File: config.mk
export PLATFORM = sky130hd
export DESIGN_NAME = adc_capture_sequencer
export DESIGN_NICKNAME = d
export VERILOG_FILES = /design/src/rtl/adc_capture_pkg.sv /design/src/rtl/adc_sample_fifo.sv /design/src/rtl/adc_capture_sequencer.sv
export SDC_FILE = /design/constraint.sdc
export NUM_CORES = 1
export LEC_CHECK = 0
export BUFFER_PORTS_ARGS = -buffer_cell sky130_fd_sc_hd__buf_2
export CAP_MARGIN = 0
export CORE_MARGIN = 2
export CORE_UTILIZATION = 40
export CTS_CLUSTER_DIAMETER = 150
export DETAILED_ROUTE_END_ITERATION = 12
export PLACE_DENSITY = 0.64
export SYNTH_ARGS = -nofsm -noshare
export SYNTH_HDL_FRONTEND = slang
export SYNTH_SLANG_ARGS = --single-unit
File: constraint.sdc
create_clock -name i_clk -period 5.21 [get_ports i_clk]
set_input_delay 1.042 -clock i_clk [delete_from_list [all_inputs] [get_ports i_clk]]
set_output_delay 1.042 -clock i_clk [all_outputs]
set_load 0.1 [all_outputs]
File: src/rtl/adc_capture_pkg.sv
// adc_capture_pkg: shared types and constants for the ADC capture sequencer.
// Holds the FSM state encoding, the FIFO entry layout and the frame-length helper.
// Optional macro CAPTURE_TIMESTAMP_EN adds a 32-bit stamp field to every FIFO entry.
package adc_capture_pkg;

  localparam int NUM_CH  = 8;
  localparam int DATA_W  = 16;
  localparam int CH_W    = $clog2(NUM_CH);
  localparam int STAMP_W = 32;

  typedef logic [1:0] state_t;
  localparam state_t ST_IDLE      = 2'd0;
  localparam state_t ST_WAIT_TICK = 2'd1;
  localparam state_t ST_START     = 2'd2;
  localparam state_t ST_COLLECT   = 2'd3;

  typedef struct packed {
`ifdef CAPTURE_TIMESTAMP_EN
    logic [STAMP_W-1:0] stamp;
`endif
    logic [DATA_W-1:0]  data;
    logic [CH_W-1:0]    ch;
    logic               last;
  } entry_t;

  // A burst length of zero still runs one frame.
  function automatic logic [7:0] frames_norm(input logic [7:0] f);
    return (f == 8'd0) ? 8'd1 : f;
  endfunction

endpackage

File: src/rtl/adc_sample_fifo.sv
// adc_sample_fifo: synchronous FIFO, registered storage, head visible combinationally.
// Latency: a pushed entry is at the head one cycle later; pop takes effect on the clock edge.
// Backpressure: a push while full is discarded even if a pop happens in the same cycle.
// Ports: i_clk, i_rst_n (async active-low), i_push/i_push_dat, i_pop,
//        o_head_dat, o_full, o_count (occupancy; empty is o_count == 0).
module adc_sample_fifo #(
  parameter int WIDTH = 8,
  parameter int DEPTH = 16
) (
  input  logic                       i_clk,
  input  logic                       i_rst_n,
  input  logic                       i_push,
  input  logic [WIDTH-1:0]           i_push_dat,
  input  logic                       i_pop,
  output logic [WIDTH-1:0]           o_head_dat,
  output logic                       o_full,
  output logic [$clog2(DEPTH):0]     o_count
);

  localparam int AW = $clog2(DEPTH);
  localparam int CW = AW + 1;
  localparam logic [AW:0] FULL_CNT = CW'(DEPTH);

  logic [WIDTH-1:0] r_mem [DEPTH];
  logic [AW-1:0]    r_wr_ptr;
  logic [AW-1:0]    r_rd_ptr;
  logic [AW:0]      r_count;

  logic w_full;
  logic w_do_push;
  logic w_do_pop;

  // Full is judged on the current occupancy, so a same-cycle pop never makes room.
  assign w_full    = (r_count == FULL_CNT);
  assign w_do_push = i_push && !w_full;
  assign w_do_pop  = i_pop && (r_count != '0);

  // Storage needs no reset; the pointers define what is valid.
  always_ff @(posedge i_clk) begin
    if (w_do_push) begin
      r_mem[r_wr_ptr] <= i_push_dat;
    end
  end

  always_ff @(posedge i_clk or negedge i_rst_n) begin
    if (!i_rst_n) begin
      r_wr_ptr <= '0;
      r_rd_ptr <= '0;
      r_count  <= '0;
    end else begin
      if (w_do_push) r_wr_ptr <= r_wr_ptr + AW'(1);
      if (w_do_pop)  r_rd_ptr <= r_rd_ptr + AW'(1);
      case ({w_do_push, w_do_pop})
        2'b10:   r_count <= r_count + CW'(1);
        2'b01:   r_count <= r_count - CW'(1);
        default: r_count <= r_count;
      endcase
    end
  end

  assign o_head_dat = r_mem[r_rd_ptr];
  assign o_full     = w_full;
  assign o_count    = r_count;

endmodule

File: src/rtl/adc_capture_sequencer.sv
// adc_capture_sequencer: periodic ADC frame scheduler; strobes conv_start, tags NUM_CH samples, queues them.
// Latency: first conv_start two cycles after enable is seen in IDLE; samples reach the FIFO head one cycle after drv_valid.
// Backpressure: out_valid/out_ready; a sample arriving while the FIFO is full is dropped and flagged as overrun.
// Ports: i_clk, i_rst_n (async active-low); i_cfg_* run configuration; i_clr_status clears sticky flags;
//        o_conv_start / i_drv_ready / i_drv_valid / i_drv_data to the ADC driver; o_out_* FIFO head;
//        o_busy, o_overrun, o_missed_tick, o_timeout_err, o_frame_count status.
// Optional macro CAPTURE_TIMESTAMP_EN adds o_out_stamp (cycle count latched at conv_start).
module adc_capture_sequencer
  import adc_capture_pkg::*;
#(
  parameter int PERIOD_W   = 16,
  parameter int FIFO_DEPTH = 16,
  parameter int TIMEOUT    = 255
) (
  input  logic                i_clk,
  input  logic                i_rst_n,
  input  logic                i_cfg_enable,
  input  logic                i_cfg_single,
  input  logic [7:0]          i_cfg_frames,
  input  logic [PERIOD_W-1:0] i_cfg_period,
  input  logic                i_clr_status,
  output logic                o_conv_start,
  input  logic                i_drv_ready,
  input  logic                i_drv_valid,
  input  logic [DATA_W-1:0]   i_drv_data,
  output logic                o_out_valid,
  input  logic                i_out_ready,
  output logic [DATA_W-1:0]   o_out_data,
  output logic [CH_W-1:0]     o_out_ch,
  output logic                o_out_last,
`ifdef CAPTURE_TIMESTAMP_EN
  output logic [STAMP_W-1:0]  o_out_stamp,
`endif
  output logic                o_busy,
  output logic                o_overrun,
  output logic                o_missed_tick,
  output logic                o_timeout_err,
  output logic [15:0]         o_frame_count
);

  localparam int WD_W    = $clog2(TIMEOUT + 1);
  localparam int FIFO_AW = $clog2(FIFO_DEPTH);

  state_t              r_state;
  logic [PERIOD_W-1:0] r_period_cnt;
  logic [7:0]          r_frames_left;
  logic                r_single;
  logic [CH_W-1:0]     r_ch;
  logic [WD_W-1:0]     r_wdog;
  logic                r_overrun;
  logic                r_missed_tick;
  logic                r_timeout_err;
  logic [15:0]         r_frame_count;

  logic [PERIOD_W-1:0] w_period_reload;
  logic                w_tick;
  logic                w_collect_vld;
  logic                w_ch_last;
  logic                w_frame_done;
  logic                w_wdog_expire;
  logic                w_frame_end;
  logic                w_stop;
  logic                w_fifo_full;
  logic [FIFO_AW:0]    w_fifo_count;
  logic                w_missed_evt;
  logic                w_overrun_evt;
  entry_t              w_entry;
  entry_t              w_head;

  // Periods below 2 would collide START with the next tick, so they are clamped.
  assign w_period_reload = (i_cfg_period < PERIOD_W'(2)) ? PERIOD_W'(1)
                                                         : i_cfg_period - PERIOD_W'(1);
  assign w_tick        = (r_state != ST_IDLE) && (r_period_cnt == '0);
  assign w_collect_vld = (r_state == ST_COLLECT) && i_drv_valid;
  assign w_ch_last     = (r_ch == CH_W'(NUM_CH - 1));
  assign w_frame_done  = w_collect_vld && w_ch_last;
  // The watchdog fires on the cycle its count would reach TIMEOUT.
  assign w_wdog_expire = (r_state == ST_COLLECT) && !i_drv_valid &&
                         (r_wdog == WD_W'(TIMEOUT - 1));
  assign w_frame_end   = w_frame_done || w_wdog_expire;
  assign w_stop        = (r_single && (r_frames_left == 8'd1)) || !i_cfg_enable;
  assign w_overrun_evt = w_collect_vld && w_fifo_full;
  assign w_missed_evt  = w_tick && ((r_state == ST_COLLECT) ||
                         ((r_state == ST_WAIT_TICK) && i_cfg_enable && !i_drv_ready));

  always_ff @(posedge i_clk or negedge i_rst_n) begin
    if (!i_rst_n) begin
      r_state       <= ST_IDLE;
      r_period_cnt  <= '0;
      r_frames_left <= '0;
      r_single      <= 1'b0;
      r_ch          <= '0;
      r_wdog        <= '0;
      r_overrun     <= 1'b0;
      r_missed_tick <= 1'b0;
      r_timeout_err <= 1'b0;
      r_frame_count <= '0;
    end else begin
      case (r_state)
        ST_IDLE: begin
          if (i_cfg_enable) begin
            r_state       <= ST_WAIT_TICK;
            r_period_cnt  <= '0;
            r_frames_left <= frames_norm(i_cfg_frames);
            r_single      <= i_cfg_single;
          end
        end
        ST_WAIT_TICK: begin
          // No frame is in flight here, so a dropped enable stops at once.
          if (!i_cfg_enable) begin
            r_state <= ST_IDLE;
          end else if (w_tick && i_drv_ready) begin
            r_state <= ST_START;
          end
        end
        ST_START: begin
          r_state <= ST_COLLECT;
          r_ch    <= '0;
          r_wdog  <= '0;
        end
        ST_COLLECT: begin
          // The channel advances even on a dropped sample to keep framing aligned.
          if (i_drv_valid) begin
            r_ch   <= r_ch + CH_W'(1);
            r_wdog <= '0;
          end else begin
            r_wdog <= r_wdog + WD_W'(1);
          end
          if (w_frame_end) begin
            if (w_stop) begin
              r_state <= ST_IDLE;
            end else begin
              r_state       <= ST_WAIT_TICK;
              r_frames_left <= r_frames_left - 8'd1;
            end
          end
        end
        default: r_state <= ST_IDLE;
      endcase

      // The period counter free-runs through START/COLLECT to keep starts on a fixed grid.
      if (r_state != ST_IDLE) begin
        r_period_cnt <= w_tick ? w_period_reload : r_period_cnt - PERIOD_W'(1);
      end

      if (w_frame_done) r_frame_count <= r_frame_count + 16'd1;

      // A new event in the same cycle as clear keeps the flag set.
      r_overrun     <= w_overrun_evt || (r_overrun && !i_clr_status);
      r_missed_tick <= w_missed_evt  || (r_missed_tick && !i_clr_status);
      r_timeout_err <= w_wdog_expire || (r_timeout_err && !i_clr_status);
    end
  end

`ifdef CAPTURE_TIMESTAMP_EN
  logic [STAMP_W-1:0] r_free_cnt;
  logic [STAMP_W-1:0] r_stamp;

  always_ff @(posedge i_clk or negedge i_rst_n) begin
    if (!i_rst_n) begin
      r_free_cnt <= '0;
      r_stamp    <= '0;
    end else begin
      r_free_cnt <= r_free_cnt + STAMP_W'(1);
      if (r_state == ST_START) r_stamp <= r_free_cnt;
    end
  end
`endif

  always_comb begin
    w_entry      = '0;
    w_entry.data = i_drv_data;
    w_entry.ch   = r_ch;
    w_entry.last = w_ch_last;
`ifdef CAPTURE_TIMESTAMP_EN
    w_entry.stamp = r_stamp;
`endif
  end

  adc_sample_fifo #(
    .WIDTH ($bits(entry_t)),
    .DEPTH (FIFO_DEPTH)
  ) u_fifo (
    .i_clk      (i_clk),
    .i_rst_n    (i_rst_n),
    .i_push     (w_collect_vld),
    .i_push_dat (w_entry),
    .i_pop      (o_out_valid && i_out_ready),
    .o_head_dat (w_head),
    .o_full     (w_fifo_full),
    .o_count    (w_fifo_count)
  );

  assign o_out_valid   = (w_fifo_count != '0);
  assign o_out_data    = w_head.data;
  assign o_out_ch      = w_head.ch;
  assign o_out_last    = w_head.last;
`ifdef CAPTURE_TIMESTAMP_EN
  assign o_out_stamp   = w_head.stamp;
`endif
  assign o_conv_start  = (r_state == ST_START);
  assign o_busy        = (r_state != ST_IDLE);
  assign o_overrun     = r_overrun;
  assign o_missed_tick = r_missed_tick;
  assign o_timeout_err = r_timeout_err;
  assign o_frame_count = r_frame_count;

endmodule

==> impl_metrics.env, run 1 <==
export IMPL_outcome="finished, final reports clean"
export IMPL_vias_per_cell=5.52
export IMPL_post_cts_buffers=0
export IMPL_postRouteAntennaNets=0
export IMPL_postPlaceCellArea_sq_um=17400
export IMPL_worstPathCellList="buf_12 -> mux4_2 -> mux4_2 -> buf_2"
export IMPL_stdcell_area_sq_um=18700
export IMPL_min_period_over_period_pct=80.9
export IMPL_crit_top_cell="mux4_2"
export IMPL_cts_tree="yes"
export IMPL_num_antenna_cells=0
export IMPL_clkPwrFrac_pct=27.7
export IMPL_ctsHoldBuffers=0
export IMPL_regArea_sq_um=11400
export IMPL_firstDrtPassIters=5
export IMPL_place_hpwl_mm=21.2
export IMPL_pre_cts_ws_ps=1420
export IMPL_layout_common_cells="edfxtp_1 (320), mux4_2 (100), buf_2 (88)"
export IMPL_end_kind="output port"
export IMPL_gp_congestion=0.793
export IMPL_fmaxAchievable_mhz=237
export IMPL_synth_seq_cells=390
export IMPL_drv_slew=0
export IMPL_grt_pass1_vias=8830
export IMPL_syn_inst=921
export IMPL_core_area_sq_um=39900
export IMPL_power_mw=10.3
export IMPL_p_per_area_nw_per_um2=547
export IMPL_gr_total_overflow=0
export IMPL_fill_cells=3365
export IMPL_syn_nets=987
export IMPL_p_int_mw=6.46
export IMPL_final_util_pct=46.9
export IMPL_clk_pin_slew_ps=60
export IMPL_finClkSkew_ps=23.6
export IMPL_post_drt_wl_per_cell_um=21.9
export IMPL_power_frac_comb_pct=33.8
export IMPL_slowest_delay_ps=780
export IMPL_drive_above_1_share_pct=28.6
export IMPL_ir_drop_mv=0.284
export IMPL_synth_cell_types=66
export IMPL_fp_dieW_um=205
export IMPL_yosys_warnings=0
export IMPL_drc_errors=0
export IMPL_yosysTopAreaCellShare_pct=59.2
export IMPL_synth_edf_count=320
export IMPL_rsz0062_at_grt="no"
export IMPL_dpl_cell_count=1516
export IMPL_dieArea_sq_um=42200
export IMPL_crit_fanout=44
export IMPL_crit_required_ps=4170
export IMPL_io_buffers=89
export IMPL_hold_violations=0
export IMPL_worstSetupPathType="flip-flop to output port"
export IMPL_setup_tns_ps=0
export IMPL_min_period_ps=4210
export IMPL_die_h_um=205
export IMPL_grt_total_usage_pct=17.1
export IMPL_ys_flop_type="edfxtp_1"
export IMPL_boundaryPins=90
export IMPL_arrival_ps=3170
export IMPL_vias=8795
export IMPL_cts_buffers=43
export IMPL_rows=73
export IMPL_floorplan_initialDensity_pct=40.7
export IMPL_synth_area_per_cell_sq_um=17.6
export IMPL_min_path_type="flip-flop to flip-flop"
export IMPL_antenna_found_initial=0
export IMPL_yosysTopAreaCell="edfxtp_1"
export IMPL_setup_ws_ps=996
export IMPL_worst_pin_slew_ps=967
export IMPL_final_nets=1102
export IMPL_fin_cells=1592
export IMPL_worstSetupStartpointType="flip-flop"
export IMPL_ys_seq_area_share_pct=70.0
export IMPL_critPathSlowestCell="dfrtp_4"
export IMPL_syn_area_sq_um=16200
export IMPL_cellLeakagePower_nw=6.45
export IMPL_final_setup_viol_count=0
export IMPL_switching_share_pct=37.0
export IMPL_p_sw_mw=3.79
export IMPL_insertion_delay_ps=560
export IMPL_area_growth_pct=15.4
export IMPL_htreeDepth=2
export IMPL_hold_ws_ps=470
export IMPL_max_cap_violations=0
export IMPL_ctsLongestPathBuffers=3
export IMPL_synth_area_leaders="edfxtp_1 (59%), mux4_2 (14%), dfrtp_1 (11%)"
export IMPL_cts_sinks=390
export IMPL_routed_wirelength_mm=34.8
export IMPL_seq_power_share_pct=38.5
export IMPL_ctsResizeCount=0
export IMPL_grt_max_degree=71
export IMPL_cts_root_buf="clkbuf_16"
export IMPL_async_flop_share_pct=17.9
export IMPL_multi_input_area_sq_um=4640
export IMPL_drt_iter0_markers=659
export IMPL_slew_headroom_pct=35.5
export IMPL_grt_pass1_wl_mm=53.8
export IMPL_final_common_cell="edfxtp_1"
[routing by layer]
layer	vias to the layer above	GRT usage [%]	wire (um)
li1	3928	-	-
met1	4561	23.4	15100
met2	251	28.4	17200
met3	55	3.07	1870
met4	0	4.32	643
met5	-	0	0
[kinds of logic (layout without fill, tap and decap cells)]
group | Yosys count | in the layout | share of synthesized area, %
compound gates | 105 | 105 | 4.25
xor+xnor | 41 | 41 | 2.21
fa+ha+maj | 18 | 18 | 1.39
buf+inv | 69 | 215 | 1.72
flops | 390 | 390 | 70.0
mux | 105 | 105 | 14.2
simple gates | 193 | 193 | 6.23
[power groups by stage]
stage          Sequential, mW  Clock (mW)  Combinational, mW
4_1_cts                  3.96        2.90               3.50
3_5_place_dp             4.02           0               3.49
6_report                 3.95        2.84               3.46
2_1_floorplan            3.78           0               3.05
3_3_place_gp             4.01           0               3.47
5_1_grt                  4.00        3.03               3.68
[layout make-up]
cell class	count	share of cell area, %
repair buffers	114	3.53
clock inverters	21	0.935
inverters	25	0.501
clock buffers	55	6.09
flip-flops and latches	390	60.7
well taps	525	3.51
multi-input cells	462	24.8
[sequential cells by signal, summed over array words and instances, names as in the netlist, named ones only]
| register | flops |
|---|---|
| r_ch | 3 |
| r_state | 1 |
| r_single | 1 |
| r_period_cnt | 16 |
| u_fifo.o_count | 5 |
| o_timeout_err | 1 |
| o_missed_tick | 1 |
| u_fifo.r_mem | 320 |
| o_frame_count | 16 |
| u_fifo.r_wr_ptr | 4 |
| u_fifo.r_rd_ptr | 4 |
| r_wdog | 8 |
| r_frames_left | 8 |
| o_overrun | 1 |
[worst paths after layout]
check / depth (start not counted) / endpoint / slack, ps / startpoint
hold reg to reg: 1 / o_frame_count[15]$_DFFE_PN0P_ / 470 / o_frame_count[15]$_DFFE_PN0P_
setup reg to reg: 6 / u_fifo.r_mem[0][3]$_DFFE_PP_ / 1570 / flip-flop
setup / recovery: 4 / o_out_data[0] / 1000 / u_fifo.r_rd_ptr[0]$_DFFE_PN0P_
hold / removal: 1 / o_frame_count[15]$_DFFE_PN0P_ / 470 / o_frame_count[15]$_DFFE_PN0P_
max in group asynchronous: 1 / u_fifo.r_rd_ptr[0]$_DFFE_PN0P_ / 3870 / i_rst_n
min in group asynchronous: 1 / o_frame_count[15]$_DFFE_PN0P_ / 640 / i_rst_n
[Yosys cell counts, types with 6 or more instances]
cell type and n:
xnor2_1 23, o21ai_0 30, edfxtp_1 320, clkbuf_1 26
o22ai_1 10, nand2b_1 6, nor3_1 28, nand3_1 18
or3_1 8, ha_1 18, nor4_1 8, a21oi_1 20
xor2_1 18, mux4_2 100, inv_1 25, nor2_1 40
nand4_1 9, dfrtp_1 70, nand2_1 35, and3_1 10
buf_2 13
[critical path, delay by kind of cell (launching register included)]
kind                   cells  cell delay (ps)
DFF                        1              780
buffers and inverters      2              700
muxes                      2             1080
No activity file was read; power rests on OpenSTA's default activity.
==> run 2: changes to the inputs <==
ABC_AREA = 1   (was default)
clock period = 4.2 ns   (was 5.21 ns; I/O delays follow)
==> run 2 against run 1 <==
Die area increased by 6.1%; synthesized cell count grew 76%; flip-flop and latch count unchanged; via count up 37%; largest power group is now combinational logic; setup slack got worse by 630 ps.
==> impl_metrics.env, run 2 <==
export IMPL_outcome="finished, final reports clean"
export IMPL_synth_xor_area_share_pct=1.57
export IMPL_core_area_sq_um=42800
export IMPL_min_period_over_period_pct=91.2
export IMPL_p_sw_mw=5.96
export IMPL_synth_mux_area_share_pct=0
export IMPL_worstSetupStartpointType="flip-flop"
export IMPL_dieArea_sq_um=44800
export IMPL_grt_busiest_layer="met2"
export IMPL_boundaryPins=90
export IMPL_yosysTopAreaCellShare_pct=55.7
export IMPL_cts_tree="yes"
export IMPL_min_path_type="input pin to asynchronous set/reset pin"
export IMPL_final_nets=1773
export IMPL_synth_area_per_cell_sq_um=10.6
export IMPL_startpoint="u_fifo.r_rd_ptr[1]$_DFFE_PN0P_"
export IMPL_ctsLongestPathBuffers=3
export IMPL_io_buffers=89
export IMPL_reg2regPathDepth=14
export IMPL_synth_cell_types=43
export IMPL_crit_end="o_out_last"
export IMPL_drc_errors=0
export IMPL_postPlaceCellArea_sq_um=18300
export IMPL_cts_root_buf="clkbuf_16"
export IMPL_stdcell_area_sq_um=19800
export IMPL_synth_top_family_by_area="simple AND/OR/NAND/NOR gates"
export IMPL_max_cap_violations=0
export IMPL_routed_wirelength_mm=40.0
export IMPL_die_h_um=212
export IMPL_fmaxAchievable_mhz=261
export IMPL_p_int_mw=8.12
export IMPL_synth_simple_gate_area_share_pct=16.6
export IMPL_grtUsageMet2_pct=30.8
export IMPL_arrival_ps=2990
export IMPL_vias_per_cell=5.27
export IMPL_fp_dieW_um=212
export IMPL_gr_total_overflow=0
export IMPL_drt_iter0_markers=1071
export IMPL_rsz0062_at_grt="no"
export IMPL_grt_max_degree=92
export IMPL_synthTopCellsByCount="nor2_1 (337), edfxtp_1 (320), nand2_1 (248), o21ai_0 (209), nand3_1 (82)"
export IMPL_synth_compound_area_share_pct=11.0
export IMPL_rows=76
export IMPL_drv_slew=0
export IMPL_cellLeakagePower_nw=7.50
export IMPL_finClkSkew_ps=25.4
export IMPL_worst_pin_slew_ps=930
export IMPL_vias=12041
export IMPL_seq_power_share_pct=34.3
export IMPL_switching_share_pct=42.3
export IMPL_post_drt_wl_per_cell_um=17.5
export IMPL_ff2ff_setup_slack_ps=1430
export IMPL_use_met1_pct=24.2
export IMPL_syn_nets=1686
export IMPL_insertion_delay_ps=550
export IMPL_cts_buffers=42
export IMPL_synth_edf_count=320
export IMPL_p_per_area_nw_per_um2=712
export IMPL_min_period_ps=3830
export IMPL_grt_pass1_wl_mm=63.8
export IMPL_antenna_found_initial=2
export IMPL_synth_area_leaders="edfxtp_1 (56%), dfrtp_1 (10%), nor2_1 (7.3%)"
export IMPL_grt_pass1_vias=11647
export IMPL_ir_drop_mv=0.479
export IMPL_end_kind="output port"
export IMPL_grt_total_usage_pct=18.1
export IMPL_power_frac_comb_pct=38.4
export IMPL_slew_headroom_pct=38.0
export IMPL_layout_common_cells="nor2_1 (321), edfxtp_1 (320), nand2_1 (248)"
export IMPL_crit_required_ps=3360
export IMPL_gp_congestion=0.821
export IMPL_ys_seq_area_share_pct=65.9
export IMPL_ctsHoldBuffers=0
export IMPL_regMostFlops="u_fifo.r_mem"
export IMPL_yosys_warnings=0
export IMPL_yosysTopAreaCell="edfxtp_1"
export IMPL_worstReg2RegStart="u_fifo.o_count[0]$_DFFE_PN0P_"
export IMPL_clkPwrFrac_pct=27.3
export IMPL_largest_reg_flops=320
export IMPL_drive_above_1_share_pct=12.7
export IMPL_crit_fanout=83
export IMPL_syn_area_sq_um=17200
export IMPL_ctsResizeCount=0
export IMPL_postRouteAntennaNets=0
export IMPL_cts_sinks=390
export IMPL_ys_flop_type="edfxtp_1"
export IMPL_synthAdderAreaFrac_pct=1.31
export IMPL_worstSetupPathType="flip-flop to output port"
export IMPL_setup_tns_ps=0
export IMPL_clk_pin_slew_ps=60
export IMPL_place_hpwl_mm=23.2
export IMPL_yosys_cell_count_top_type="nor2_1"
export IMPL_met3_usage_pct=3.25
export IMPL_firstDrtPassIters=5
export IMPL_hold_violations=0
export IMPL_async_flop_share_pct=17.9
export IMPL_r2r_end="u_fifo.o_count[4]$_DFFE_PN0P_"
export IMPL_post_cts_buffers=0
export IMPL_floorplan_initialDensity_pct=40.3
export IMPL_synth_seq_cells=390
export IMPL_htreeDepth=2
export IMPL_final_setup_viol_count=0
export IMPL_final_common_cell="nor2_1"
export IMPL_area_growth_pct=14.7
export IMPL_syn_inst=1620
-- run 2: cell count changes in the layout (fill, tap and decap cells not counted), moves of 10 or more --
cell / change
nand3_1: +64
nor2_1: +293
xnor2_1: -14
nand2_1: +213
mux4_2: -100
and3_1: -10
a21oi_1: -10
inv_1: +49
o211ai_1: +77
o21ai_0: +179
nor3_1: -16
-- run 2: cell type report --
cell class | count | area, sq um
antenna | 1 | 2.50
sequential | 390 | 11400
clock buffer | 52 | 1120
tap | 546 | 683
clock inverter | 24 | 314
timing repair buffer | 116 | 688
fill | 3917 | 23000
inverter | 81 | 308
multi-input combinational | 1076 | 5290
-- run 2: per-layer routing --
metal	part of all wire, %	vias to the layer above
met5	0.040	-
met4	1.8	2
met3	5.6	58
met2	48	331
met1	44	5829
li1	-	5821
-- run 2: cell families (layout without fill, tap and decap cells) --
group | after synthesis | after routing
DFF | 390 | 390
xor gates and xnor gates | 31 | 31
AOI/OAI and AO/OA | 328 | 328
buffers and inverters | 154 | 273
adders and majority gates | 18 | 18
other | 0 | 1
and+or+nand+nor | 699 | 699
-- run 2: power by group through the flow --
stage / clock network (mW) / registers (mW) / logic (mW)
finish: 3.84 / 4.83 / 5.41
global route: 4.07 / 4.88 / 6.00
CTS: 3.93 / 4.83 / 5.46
detailed placement: 0 / 4.91 / 5.44
global placement: 0 / 4.90 / 5.36
floorplan: 0 / 4.73 / 4.40
-- run 2: critical path, stage by stage, from the launching register on --
cell,delay [ps]
dfrtp_4,990
buf_4,400
o21ai_0,130
o211ai_1,210
o211ai_1,120
nand2_1,120
buf_2,430
-- run 2: worst min path at each step --
stage                                      start                              to  slack [ps]  cells after the start
finish                                   i_rst_n   o_frame_count[15]$_DFFE_PN0P_         430                      1
floorplan           r_frames_left[1]$_DFFE_PN0P_    r_frames_left[1]$_DFFE_PN0P_         450                      2
global placement    r_frames_left[1]$_DFFE_PN0P_    r_frames_left[1]$_DFFE_PN0P_         470                      2
CTS                                      i_rst_n  u_fifo.r_wr_ptr[3]$_DFFE_PN0P_         470                      1
global route        r_frames_left[1]$_DFFE_PN0P_    r_frames_left[1]$_DFFE_PN0P_         500                      2
detailed placement  r_frames_left[1]$_DFFE_PN0P_    r_frames_left[1]$_DFFE_PN0P_         470                      2
-- run 2: through the flow --
stage	total power [mW]	instances	setup WS, ps	utilization (%)	hold WS, ps
4_1_cts	14.2	2285	353	46.2	468
3_5_place_dp	10.3	2209	948	42.9	469
2_1_floorplan	9.13	1620	1020	-	455
5_1_grt	14.9	2285	165	46.2	500
6_report	14.1	2286	368	46.2	432
3_3_place_gp	10.3	2209	995	42.9	468
==> run 3: changes to the inputs <==
PLACE_DENSITY = default   (was 0.64)
PLACE_DENSITY_LB_ADDON = 0.25   (was default)
==> run 3 against run 2 <==
Flip-flop and latch count did not move; via count barely moved; utilization barely moved; largest cell class unchanged; combinational power rose by 2%; critical path type unchanged; worst hold slack got worse by 11 ps.
==> impl_metrics.env, run 3 (synthesis results as in run 2) <==
export IMPL_outcome="finished, final reports clean"
export IMPL_final_common_cell="nor2_1"
export IMPL_final_nets=1777
export IMPL_fin_cells=2289
export IMPL_finClkSkew_ps=15.9
export IMPL_vias_per_cell=5.26
export IMPL_min_path_type="input pin to asynchronous set/reset pin"
export IMPL_area_growth_pct=14.8
export IMPL_worstSetupStartpointType="flip-flop"
export IMPL_cts_root_buf="clkbuf_16"
export IMPL_worst_pin_slew_ps=932
export IMPL_drc_errors=0
export IMPL_p_per_area_nw_per_um2=705
export IMPL_die_h_um=212
export IMPL_min_period_over_period_pct=86.9
export IMPL_num_antenna_cells=0
export IMPL_setup_tns_ps=0
export IMPL_grt_max_degree=163
export IMPL_crit_end="o_out_data[15]"
export IMPL_cts_buffers=42
export IMPL_pre_cts_ws_ps=1090
export IMPL_cellLeakagePower_nw=7.51
export IMPL_boundaryPins=90
export IMPL_drv_slew=0
export IMPL_crit_buf_inv=3
export IMPL_ff2ff_setup_slack_ps=1350
export IMPL_rsz0062_at_grt="no"
export IMPL_ctsResizeCount=0
export IMPL_largest_reg_flops=320
export IMPL_post_cts_buffers=0
export IMPL_place_hpwl_mm=23.5
export IMPL_worstPathCellList="inv_4 -> buf_12 -> nor2_1 -> nor2_1 -> o21ai_0 -> o21ai_0 -> o211ai_1 -> nand2_1 -> buf_2"
export IMPL_slowest_delay_ps=500
export IMPL_ctsLongestPathBuffers=3
export IMPL_regMostFlops="u_fifo.r_mem"
export IMPL_antenna_found_initial=2
export IMPL_gr_total_overflow=0
export IMPL_postRouteAntennaNets=0
export IMPL_max_cap_violations=0
export IMPL_grt_pass1_vias=11669
export IMPL_post_drt_wl_per_cell_um=17.9
export IMPL_cts_sinks=390
export IMPL_setup_ws_ps=551
export IMPL_io_buffers=89
export IMPL_htreeDepth=2
export IMPL_slew_headroom_pct=37.9
export IMPL_reg2regPathDepth=14
export IMPL_insertion_delay_ps=540
export IMPL_grt_total_usage_pct=18.5
export IMPL_final_setup_viol_count=0
export IMPL_rows=76
export IMPL_drt_iter0_markers=925
export IMPL_core_area_sq_um=42800
export IMPL_layout_common_cells="nor2_1 (321), edfxtp_1 (320), nand2_1 (248)"
export IMPL_firstDrtPassIters=7
export IMPL_routed_wirelength_mm=41.1
export IMPL_cts_tree="yes"
export IMPL_critPathSlowestCell="dfrtp_4"
export IMPL_clk_pin_slew_ps=60
export IMPL_stdcell_area_sq_um=19800
export IMPL_floorplan_initialDensity_pct=40.3
export IMPL_worstReg2RegStart="u_fifo.o_count[0]$_DFFE_PN0P_"
export IMPL_cp_num_cells=9
export IMPL_end_kind="output port"
export IMPL_ir_drop_mv=0.759
export IMPL_critPathTopFamily="buffers and inverters"
export IMPL_hold_violations=0
export IMPL_fmaxAchievable_mhz=274
export IMPL_fp_dieW_um=212
export IMPL_arrival_ps=2810
export IMPL_startpoint="u_fifo.r_rd_ptr[0]$_DFFE_PN0P_"
export IMPL_final_util_pct=46.3
export IMPL_dieArea_sq_um=44800
export IMPL_r2r_end="u_fifo.o_count[4]$_DFFE_PN0P_"
export IMPL_ctsHoldBuffers=0
export IMPL_crit_required_ps=3360
export IMPL_vias=12042
export IMPL_gp_congestion=0.797
export IMPL_crit_fanout=47
export IMPL_grt_pass1_wl_mm=64.7
export IMPL_min_period_ps=3650
export IMPL_postPlaceCellArea_sq_um=18400
export IMPL_worstSetupPathType="flip-flop to output port"
export IMPL_drive_above_1_share_pct=12.7
export IMPL_dpl_cell_count=2213
run 3: changes by cell type in the layout (fill, tap and decap cells not counted):
cell / delta
clkinv_4: -1
inv_6: -2
clkbuf_1: -1
clkinv_1: +4
bufinv_16: -3
clkinv_2: +2
diode_2: -1
clkbuf_8: +1
buf_12: +6
buf_4: -2
run 3: worst min path at each step:
| stage | to | start | slack (ps) |
|---|---|---|---|
| floorplan | r_frames_left[1]$_DFFE_PN0P_ | r_frames_left[1]$_DFFE_PN0P_ | 450 |
| global placement | r_frames_left[1]$_DFFE_PN0P_ | r_frames_left[1]$_DFFE_PN0P_ | 470 |
| detailed placement | r_frames_left[1]$_DFFE_PN0P_ | r_frames_left[1]$_DFFE_PN0P_ | 490 |
| CTS | u_fifo.r_rd_ptr[0]$_DFFE_PN0P_ | i_rst_n | 480 |
| global route | r_frames_left[1]$_DFFE_PN0P_ | r_frames_left[1]$_DFFE_PN0P_ | 510 |
| finish | o_frame_count[13]$_DFFE_PN0P_ | i_rst_n | 420 |
run 3: area by class of cell:
| type | count | area, sq um |
|---|---|---|
| sequential | 390 | 11400 |
| timing repair buffer | 120 | 793 |
| multi-input combinational | 1076 | 5290 |
| clock buffer | 52 | 1130 |
| inverter | 81 | 308 |
| tap | 546 | 683 |
| clock inverter | 24 | 223 |
| fill | 3980 | 23000 |
run 3: layer usage:
metal / global-route usage [%] / vias up / part of all wire, %
met5: 0 / - / 0.058
met1: 25.7 / 5882 / 46
met4: 4.30 / 4 / 1.4
met3: 3.00 / 52 / 5.1
li1: - / 5825 / -
met2: 30.7 / 279 / 47
run 3: metrics by stage:
step	power, mW	hold WS [ps]
2_1_floorplan	9.13	455
5_1_grt	14.8	508
4_1_cts	14.1	481
3_5_place_dp	10.4	488
3_3_place_gp	10.4	468
6_report	14.0	421
run 3: power breakdown:
group	total [mW]	leakage, nW	internal [mW]	switching, mW
combinational	5.53	3.02	1.37	4.17
sequential	4.79	3.83	4.48	0.309
clock	3.63	0.662	2.15	1.48
total	14.0	7.51	8.00	5.95
